**src/rtl/fifo_pkg.sv**
```systemverilog
// Shared types, sizing helpers and level/threshold comparisons for the
// single-clock FIFO flag controller.
package fifo_pkg;

  localparam int FIFO_ASIZE = 4;

  // Pointer for the default configuration: ASIZE address bits plus a wrap bit.
  typedef logic [FIFO_ASIZE:0] fifo_ptr_t;

  function automatic int fifo_depth(input int asize);
    return 1 << asize;
  endfunction

  function automatic logic level_at_or_above(input logic [31:0] lvl,
                                             input logic [31:0] thr);
    return (lvl >= thr);
  endfunction

  function automatic logic level_at_or_below(input logic [31:0] lvl,
                                             input logic [31:0] thr);
    return (lvl <= thr);
  endfunction

endpackage

```
**src/rtl/fifo_ptr_cnt.sv**
```systemverilog
// ASIZE+1-bit wrapping FIFO pointer; the MSB is the wrap bit.
module fifo_ptr_cnt
  import fifo_pkg::*;
#(
  parameter int ASIZE = FIFO_ASIZE
) (
  input  logic             clk,
  input  logic             rst,
  input  logic             inc,
  output logic [ASIZE:0]   ptr
);

  always_ff @(posedge clk or posedge rst) begin
    if (rst) begin
      ptr <= '0;
    end else if (inc) begin
      ptr <= ptr + 1'b1;
    end
  end

endmodule

```
**src/rtl/fifo_sync_flag_ctrl.sv**
```systemverilog
// Single-clock FIFO pointer/flag controller for an external dual-port RAM.
// Define FIFO_STICKY_ERR_EN to make overflow/underflow sticky until clr_err.
module fifo_sync_flag_ctrl
  import fifo_pkg::*;
#(
  parameter int ASIZE      = FIFO_ASIZE,
  parameter int AFULL_DEF  = (2 ** ASIZE) - 2,
  parameter int AEMPTY_DEF = 2
) (
  input  logic             clk,
  input  logic             rst,
  input  logic             wr_en,
  input  logic             rd_en,
  input  logic [ASIZE:0]   afull_thr,
  input  logic             afull_thr_vld,
  input  logic [ASIZE:0]   aempty_thr,
  input  logic             aempty_thr_vld,
  input  logic             clr_err,
  output logic [ASIZE-1:0] waddr,
  output logic [ASIZE-1:0] raddr,
  output logic             wr_acc,
  output logic             rd_acc,
  output logic             full,
  output logic             empty,
  output logic             afull,
  output logic             aempty,
  output logic [ASIZE:0]   level,
  output logic             overflow,
  output logic             underflow
);

  localparam int             DEPTH   = fifo_depth(ASIZE);
  localparam logic [ASIZE:0] DEPTH_V = (ASIZE+1)'(DEPTH);

  logic [ASIZE:0] wptr;
  logic [ASIZE:0] rptr;
  logic [ASIZE:0] level_n;
  logic [ASIZE:0] thr_a;
  logic [ASIZE:0] thr_e;
  logic           ovf_evt;
  logic           udf_evt;
  logic           unused_wrap;

  // Acceptance gates off the registered flags, so no fall-through when empty.
  assign wr_acc  = wr_en & ~full;
  assign rd_acc  = rd_en & ~empty;
  assign ovf_evt = wr_en & full;
  assign udf_evt = rd_en & empty;

  fifo_ptr_cnt #(.ASIZE(ASIZE)) u_wptr (
    .clk (clk),
    .rst (rst),
    .inc (wr_acc),
    .ptr (wptr)
  );

  fifo_ptr_cnt #(.ASIZE(ASIZE)) u_rptr (
    .clk (clk),
    .rst (rst),
    .inc (rd_acc),
    .ptr (rptr)
  );

  assign waddr       = wptr[ASIZE-1:0];
  assign raddr       = rptr[ASIZE-1:0];
  assign unused_wrap = wptr[ASIZE] ^ rptr[ASIZE];

  assign level_n = level + (ASIZE+1)'(wr_acc) - (ASIZE+1)'(rd_acc);
  assign thr_a   = afull_thr_vld  ? afull_thr  : (ASIZE+1)'(AFULL_DEF);
  assign thr_e   = aempty_thr_vld ? aempty_thr : (ASIZE+1)'(AEMPTY_DEF);

  // Flags are derived from next-state level, so they are exact one edge after the access.
  always_ff @(posedge clk or posedge rst) begin
    if (rst) begin
      level  <= '0;
      full   <= 1'b0;
      empty  <= 1'b1;
      afull  <= 1'b0;
      aempty <= 1'b1;
    end else begin
      level  <= level_n;
      full   <= (level_n == DEPTH_V);
      empty  <= (level_n == '0);
      afull  <= level_at_or_above(32'(level_n), 32'(thr_a));
      aempty <= level_at_or_below(32'(level_n), 32'(thr_e));
    end
  end

`ifdef FIFO_STICKY_ERR_EN
  // A new error in the same cycle as clr_err wins over the clear.
  always_ff @(posedge clk or posedge rst) begin
    if (rst) begin
      overflow  <= 1'b0;
      underflow <= 1'b0;
    end else begin
      overflow  <= ovf_evt | (overflow  & ~clr_err);
      underflow <= udf_evt | (underflow & ~clr_err);
    end
  end
`else
  logic unused_clr;
  assign unused_clr = clr_err;

  always_ff @(posedge clk or posedge rst) begin
    if (rst) begin
      overflow  <= 1'b0;
      underflow <= 1'b0;
    end else begin
      overflow  <= ovf_evt;
      underflow <= udf_evt;
    end
  end
`endif

endmodule

```
**config.mk**
```make
export PLATFORM = sky130hd
export DESIGN_NAME = fifo_sync_flag_ctrl
export DESIGN_NICKNAME = d
export VERILOG_FILES = /design/src/rtl/fifo_pkg.sv /design/src/rtl/fifo_ptr_cnt.sv /design/src/rtl/fifo_sync_flag_ctrl.sv
export SDC_FILE = /design/constraint.sdc
export NUM_CORES = 1
export LEC_CHECK = 0
export CAP_MARGIN = 20
export CORE_AREA = 2 2 61 48
export DETAILED_ROUTE_END_ITERATION = 10
export DIE_AREA = 0 0 63 50
export GPL_TIMING_DRIVEN = 0
export PLACE_DENSITY = 0.76
export RECOVER_POWER = 100
export SLEW_MARGIN = 20
export SYNTH_ARGS = -nofsm -noshare
export SYNTH_HDL_FRONTEND = slang
export SYNTH_SLANG_ARGS = --single-unit
export TNS_END_PERCENT = 10
```
**constraint.sdc**
```tcl
create_clock -name clk -period 4 [get_ports clk]
set_input_delay 0.4 -clock clk [delete_from_list [all_inputs] [get_ports clk]]
set_output_delay 0.4 -clock clk [all_outputs]
set_load 0.005 [all_outputs]
```
==> results.json, run 1 <==
{
  "grt_pass1_vias": 840,
  "ys_warn_count": 0,
  "max_freq_mhz": 301,
  "area_growth_syn_to_layout_pct": 38.2,
  "hp-class": "flip-flop to flip-flop",
  "vdd_drop_max_mv": 0.341,
  "p_sw_mw": 0.601,
  "synthTopCellsByCount": "dfrtp_1, ha_1, inv_1",
  "cts_resized": 0,
  "synthAdderAreaFrac_pct": 16.9,
  "powerDensity_mw_per_mm2": 929,
  "worstSetupPathType": "primary input to flip-flop",
  "final_max_slew_viol_count": 0,
  "p_int_mw": 0.789,
  "synth_top_family_by_area": "adder cells",
  "end_kind": "flip-flop",
  "hpwl_um": 1660,
  "fill_cells": 229,
  "clock_latency_ps": 300,
  "synth_ff_type": "dfrtp_1",
  "cts_hold_buffers": 0,
  "synth_edf_count": 0,
  "fin_crit_sh_pct": 83.1,
  "setup_violations": 0,
  "cts.reportedPaths.clkPinSlew_ps": 110,
  "drive_above_1_share_pct": 6.52,
  "crit_fanout": 6,
  "synth_area_leaders": "dfrtp_1, ha_1, dfstp_2, xnor2_1, inv_1",
  "power_mw": 1.39,
  "layout.nets": 170,
  "max_slew_margin_pct": 54.2,
  "power_frac_seq_pct": 26.3,
  "min-delay-start": "u_wptr.ptr[3]",
  "cts_made_buffers": 3,
  "vias_per_cell": 4.68,
  "cp-startpoint": "rd_en",
  "swShare_pct": 43.2,
  "routed_wl_um": 1970,
  "hold_violations": 0,
  "place_area_mm2": 0.00149,
  "synth_compound_area_share_pct": 9.58,
  "cts_buffer_depth": 2,
  "tightest_slew_ps": 687,
  "vias": 815,
  "power_frac_comb_pct": 66.8,
  "syn-num-nets": 129,
  "synth_top_cell_by_area": "dfrtp_1",
  "design.die.area_mm2": 0.00315,
  "grt.total_usage_pct": 14.8,
  "dr.pass1.iters": 4,
  "post_synth.cell_area_avg_um2": 11.1,
  "synth_cell_types": 26,
  "portBuffers": 36,
  "synth.cell_area_mm2": 0.00108,
  "num_antenna_cells": 0,
  "synth-seq-cells": 19,
  "fp-row-count": 16,
  "synthSimpleGateAreaFrac_pct": 13.0,
  "antenna_left": 0,
  "crit_required_ps": 4240,
  "cts_max_level": 1,
  "setup_ws_ps": 676,
  "antenna_found_initial": 0,
  "cts_tree": "built",
  "rsz0062_at_grt": "false",
  "postLayoutCellArea_mm2": 0.00150,
  "synth_xor_area_share_pct": 9.47,
  "startpoint_type": "primary input",
  "fin_worst_skew_ps": 5.26,
  "root_buffer": "clkbuf_4",
  "tns_ps": 0,
  "status": "complete, no violations",
  "leakagePower_nw": 0.714,
  "synthDominantCellAreaShare_pct": 39.3,
  "drcViolationCount": 0,
  "min_period_ps": 3320,
  "grt_pass1_wl_um": 3580,
  "synthCells": 98,
  "ios": 38,
  "synthMuxAreaShare_pct": 2.08,
  "start_util_pct": 42.6,
  "core-area_mm2": 0.00254,
  "routedWlPerCell_um": 11.3,
  "clkPwrFrac_pct": 6.9,
  "drtIter0Drc": 27,
  "synthArstFlopShare_pct": 100,
  "die_x_um": 63,
  "place_ws_ps": 432,
  "regToRegStartpoint": "empty",
  "overflow": 0,
  "synth.most_common_cell": "dfrtp_1",
  "globalplace.congestion": 0.745,
  "post_cts.repair.setup_buffers": 0,
  "grt_start_max_net_pins": 20,
  "worst_ep_arrival_time_ps": 3560,
  "dieHeight_um": 50,
  "yosysSeqAreaShare_pct": 44.1,
  "drv_cap": 0,
  "cts.sinks": 19
}
==> power groups by stage <==
stage | clock (mW) | sequential [mW] | combinational (mW)
6_report | 0.0961 | 0.365 | 0.929
3_3_place_gp | 0 | 0.373 | 0.964
4_1_cts | 0.0990 | 0.374 | 1.02
3_5_place_dp | 0 | 0.378 | 1.01
2_1_floorplan | 0 | 0.378 | 0.652
5_1_grt | 0.112 | 0.381 | 1.06
==> metrics by stage <==
stage	utilization [%]	hold WS (ps)	cells
finish	58.9	470	174
global route	58.9	502	174
CTS	59.6	486	174
detailed placement	58.6	469	170
global placement	58.6	460	170
floorplan	-	350	98
==> layer usage <==
metal  wire, µm  vias to the layer above  track usage (%)  part of all wire (%)
met1        868                      362             16.8                    44
met5          0                        -                0                     0
met2        900                       40             24.5                    46
li1           -                      407                -                     -
met3        157                        6             4.34                   8.0
met4         40                        0             9.26                   2.0
==> cells in the final DEF, fill, tap and decap left out, types with 3 or more instances in the layout <==
cell type	instances
clkdlybuf4s50_1	12
ha_1	13
clkbuf_4	3
o21ai_0	3
and2_1	5
dfrtp_1	17
xor2_1	5
xnor2_1	5
dlygate4sd3_1	24
nor2b_1	6
a21o_1	3
inv_1	12
nand2_1	5
==> state kept, by name, indices dropped and copies added, names as in the netlist <==
register and count:
afull 1, underflow 1, full 1, u_rptr.ptr 4, overflow 1, aempty 1, u_wptr.ptr 4, level 5
empty 1
==> worst max-delay path, stage by stage <==
cell           delay, ps
dlygate4sd3_1        540
nor2b_1              130
clkbuf_1             160
ha_1                 310
inv_1                 40
ha_1                 210
fa_1                 540
ha_1                 340
nor2b_1              120
o21ai_0               80
a32oi_1              240
o21ai_0              140
a211o_1              310
==> layout make-up <==
class,count,area (µm²),share of cell area (%)
multi-input combinational,65,534,35.7
sequential,19,478,31.9
timing repair buffer,36,360,24.1
inverter,12,45.0,3.01
tap,36,45.0,3.01
clock buffer,3,22.5,1.50
buffer,2,7.51,0.501
clock inverter,1,5.00,0.334
==> worst paths after layout <==
kind	end	slack [ps]	cells after the start
max in group asynchronous	u_rptr.ptr[1]	2940	2
min in group asynchronous	u_wptr.ptr[2]	620	2
min	u_wptr.ptr[3]	470	1
min reg2reg	u_wptr.ptr[3]	470	1
max	aempty	680	13
max reg2reg	aempty	830	12
==> kinds of logic after synthesis <==
| logic type | count (synthesis) |
|---|---|
| mux | 2 |
| fa+ha+maj | 14 |
| flops | 19 |
| simple gates | 25 |
| xor+xnor | 10 |
| buf+inv | 14 |
| compound gates | 14 |
No activity file was read; power rests on OpenSTA's default activity.
==> inputs of run 2 (changes only) <==
CORE_AREA = 2 2 64 51   (was 2 2 61 48)
DIE_AREA = 0 0 66 53   (was 0 0 63 50)
PLACE_DENSITY = 0.72   (was 0.76)
clock period = 2.65 ns   (was 4 ns; I/O delays follow)
==> run 2 against run 1 <==
  * The flow now finishes with violations (setup timing)
  * Core utilization is 1.7 points lower
  * Setup slack worse by 790 ps
  * Register-to-register slack worse by 940 ps
  * Sequential cell count unchanged
  * Final cell count is 1.7% higher
  * Combinational power rose by 86%
  * Critical path depth fell by 2
  * Die area is 11% higher
  * Non-clock buffer count up 1
  * Largest power group unchanged
==> results.json, run 2 (synthesis results as in run 1) <==
{
  "crit_required_ps": 2850,
  "cp_top_family": "adder cells",
  "grt.total_usage_pct": 13.7,
  "routed_wl_um": 2130,
  "clock_latency_ps": 260,
  "hp-class": "primary input to flip-flop",
  "hold_violations": 0,
  "top_register": "level",
  "slowest_delay_ps": 620,
  "worst-path-buf-inv": 1,
  "drv_cap": 0,
  "cts.sinks": 19,
  "violations": "setup timing",
  "layoutNonFillerInstCount": 177,
  "power_mw": 2.50,
  "place_area_mm2": 0.00156,
  "max_freq_mhz": 362,
  "crit_fanout": 4,
  "area_growth_syn_to_layout_pct": 50.6,
  "regToRegStartpoint": "empty",
  "ios": 38,
  "portBuffers": 36,
  "setup_ws_ps": -109,
  "leakagePower_nw": 0.739,
  "vias_per_cell": 4.59,
  "worst_ep_arrival_time_ps": 2960,
  "dieHeight_um": 53,
  "fill_cells": 263,
  "fin_worst_skew_ps": 1.79,
  "fp-row-count": 17,
  "hpwl_um": 1730,
  "postLayoutCellArea_mm2": 0.00163,
  "drtIter0Drc": 12,
  "max_slew_margin_pct": 52.3,
  "vias": 813,
  "antenna_found_initial": 0,
  "drive_above_1_share_pct": 20.9,
  "grt_pass1_wl_um": 3620,
  "most-common-layout-cells": "dlygate4sd3_1, dfrtp_1, clkdlybuf4s50_1, inv_1, ha_1",
  "globalplace.congestion": 0.734,
  "cts.reportedPaths.clkPinSlew_ps": 80,
  "hold_path_end": "underflow",
  "grt_start_max_net_pins": 20,
  "largest_reg_flops": 5,
  "cts_tree": "built",
  "whs_ps": 367,
  "crit_slowest_cell": "fa_2",
  "antenna_left": 0,
  "drcViolationCount": 0,
  "design.die.area_mm2": 0.00350,
  "rsz0062_at_grt": "true",
  "grt_pass1_vias": 854,
  "final_max_slew_viol_count": 0,
  "cp-startpoint": "empty",
  "placedCellCount": 172,
  "overflow": 0,
  "fin_crit_sh_pct": 104,
  "root_buffer": "clkbuf_8",
  "cp_cell_sequence": "nor2b_4 -> ha_4 -> inv_2 -> ha_4 -> fa_2 -> ha_4 -> nor2b_2 -> o21ai_1 -> a32oi_2 -> a221oi_2 -> a211o_1",
  "startpoint_type": "flip-flop",
  "worstSetupPathType": "flip-flop to flip-flop",
  "core-area_mm2": 0.00285,
  "min-delay-start": "rd_en",
  "cts_made_buffers": 3,
  "layout.nets": 171,
  "worst_path_most_repeated_cell": "ha_4",
  "fin_util_pct": 57.2,
  "whs_path_depth": 2,
  "r2r_slack_ps": -110,
  "setup_violations": 2,
  "powerDensity_mw_per_mm2": 1540,
  "end_kind": "flip-flop",
  "status": "finished, violations left",
  "routedWlPerCell_um": 12.0,
  "cts_buffer_depth": 2,
  "die_x_um": 66,
  "dr.pass1.iters": 2,
  "cts_max_level": 1,
  "min_period_ps": 2760,
  "r2r.worst_path.cells": 11,
  "final_common_cell": "dlygate4sd3_1",
  "num_antenna_cells": 0,
  "r2r-end": "aempty",
  "cts_hold_buffers": 0,
  "largestRegisters": "level (5), u_rptr.ptr (4), u_wptr.ptr (4)",
  "tightest_slew_ps": 714,
  "start_util_pct": 38.0,
  "place_ws_ps": -527,
  "tns_ps": -159,
  "vdd_drop_max_mv": 0.658
}
[run 2: cell types whose count changed in the layout (fill, tap and decap cells not counted), moves of 3 or more]
cell / delta
clkbuf_4: -3
clkbuf_8: +3
dlygate4sd3_1: -3
ha_1: -4
ha_4: +4
inv_1: -3
inv_2: +3
o21ai_0: -3
o21ai_1: +3
[run 2: how the worst max path moves through the flow]
stage	to	slack, ps	depth (start not counted)
3_5_place_dp	aempty	-530	13
3_3_place_gp	aempty	-470	13
2_1_floorplan	aempty	-130	12
4_1_cts	aempty	-60	11
5_1_grt	aempty	-150	11
6_report	aempty	-110	11
[run 2: worst register-to-register path: cells and delay by family (launching register included)]
family                   cells  cell delay, ps
flip-flops                   1             560
AO/OA/AOI/OAI                4             650
AND/OR/NAND/NOR              2             200
buffers and inverters        1              40
adder cells (fa/ha/maj)      4            1260
[run 2: cell type report]
| class | count | area [µm²] | area share (%) |
|---|---|---|---|
| multi-input combinational | 65 | 633 | 38.8 |
| clock buffer | 3 | 41.3 | 2.53 |
| sequential | 19 | 478 | 29.3 |
| inverter | 12 | 45.0 | 2.76 |
| tap | 38 | 47.5 | 2.91 |
| clock inverter | 1 | 7.51 | 0.460 |
| buffer | 1 | 5.00 | 0.307 |
| timing repair buffer | 38 | 374 | 22.9 |
[run 2: repair_timing]
action                                  4_1_cts  5_1_grt
endpoints found under the hold margin         0        0
setup buffers                                 2        0
endpoints found under the setup margin        2        2
cloned                                        0        0
pin swaps                                     5        0
resized for setup                             6        2
[run 2: metal layers]
| layer | global-route usage (%) | share of wire [%] |
|---|---|---|
| met1 | 16.3 | 44 |
| met2 | 24.4 | 49 |
| met3 | 2.98 | 6.0 |
| met4 | 5.44 | 0.66 |
| met5 | 0 | 0 |
[run 2: report_power, final]
group | switching (mW) | total (mW) | internal [mW]
Sequential | 0.110 | 0.566 | 0.457
Combinational | 0.873 | 1.73 | 0.858
Clock | 0.101 | 0.207 | 0.106
Total | 1.08 | 2.50 | 1.42
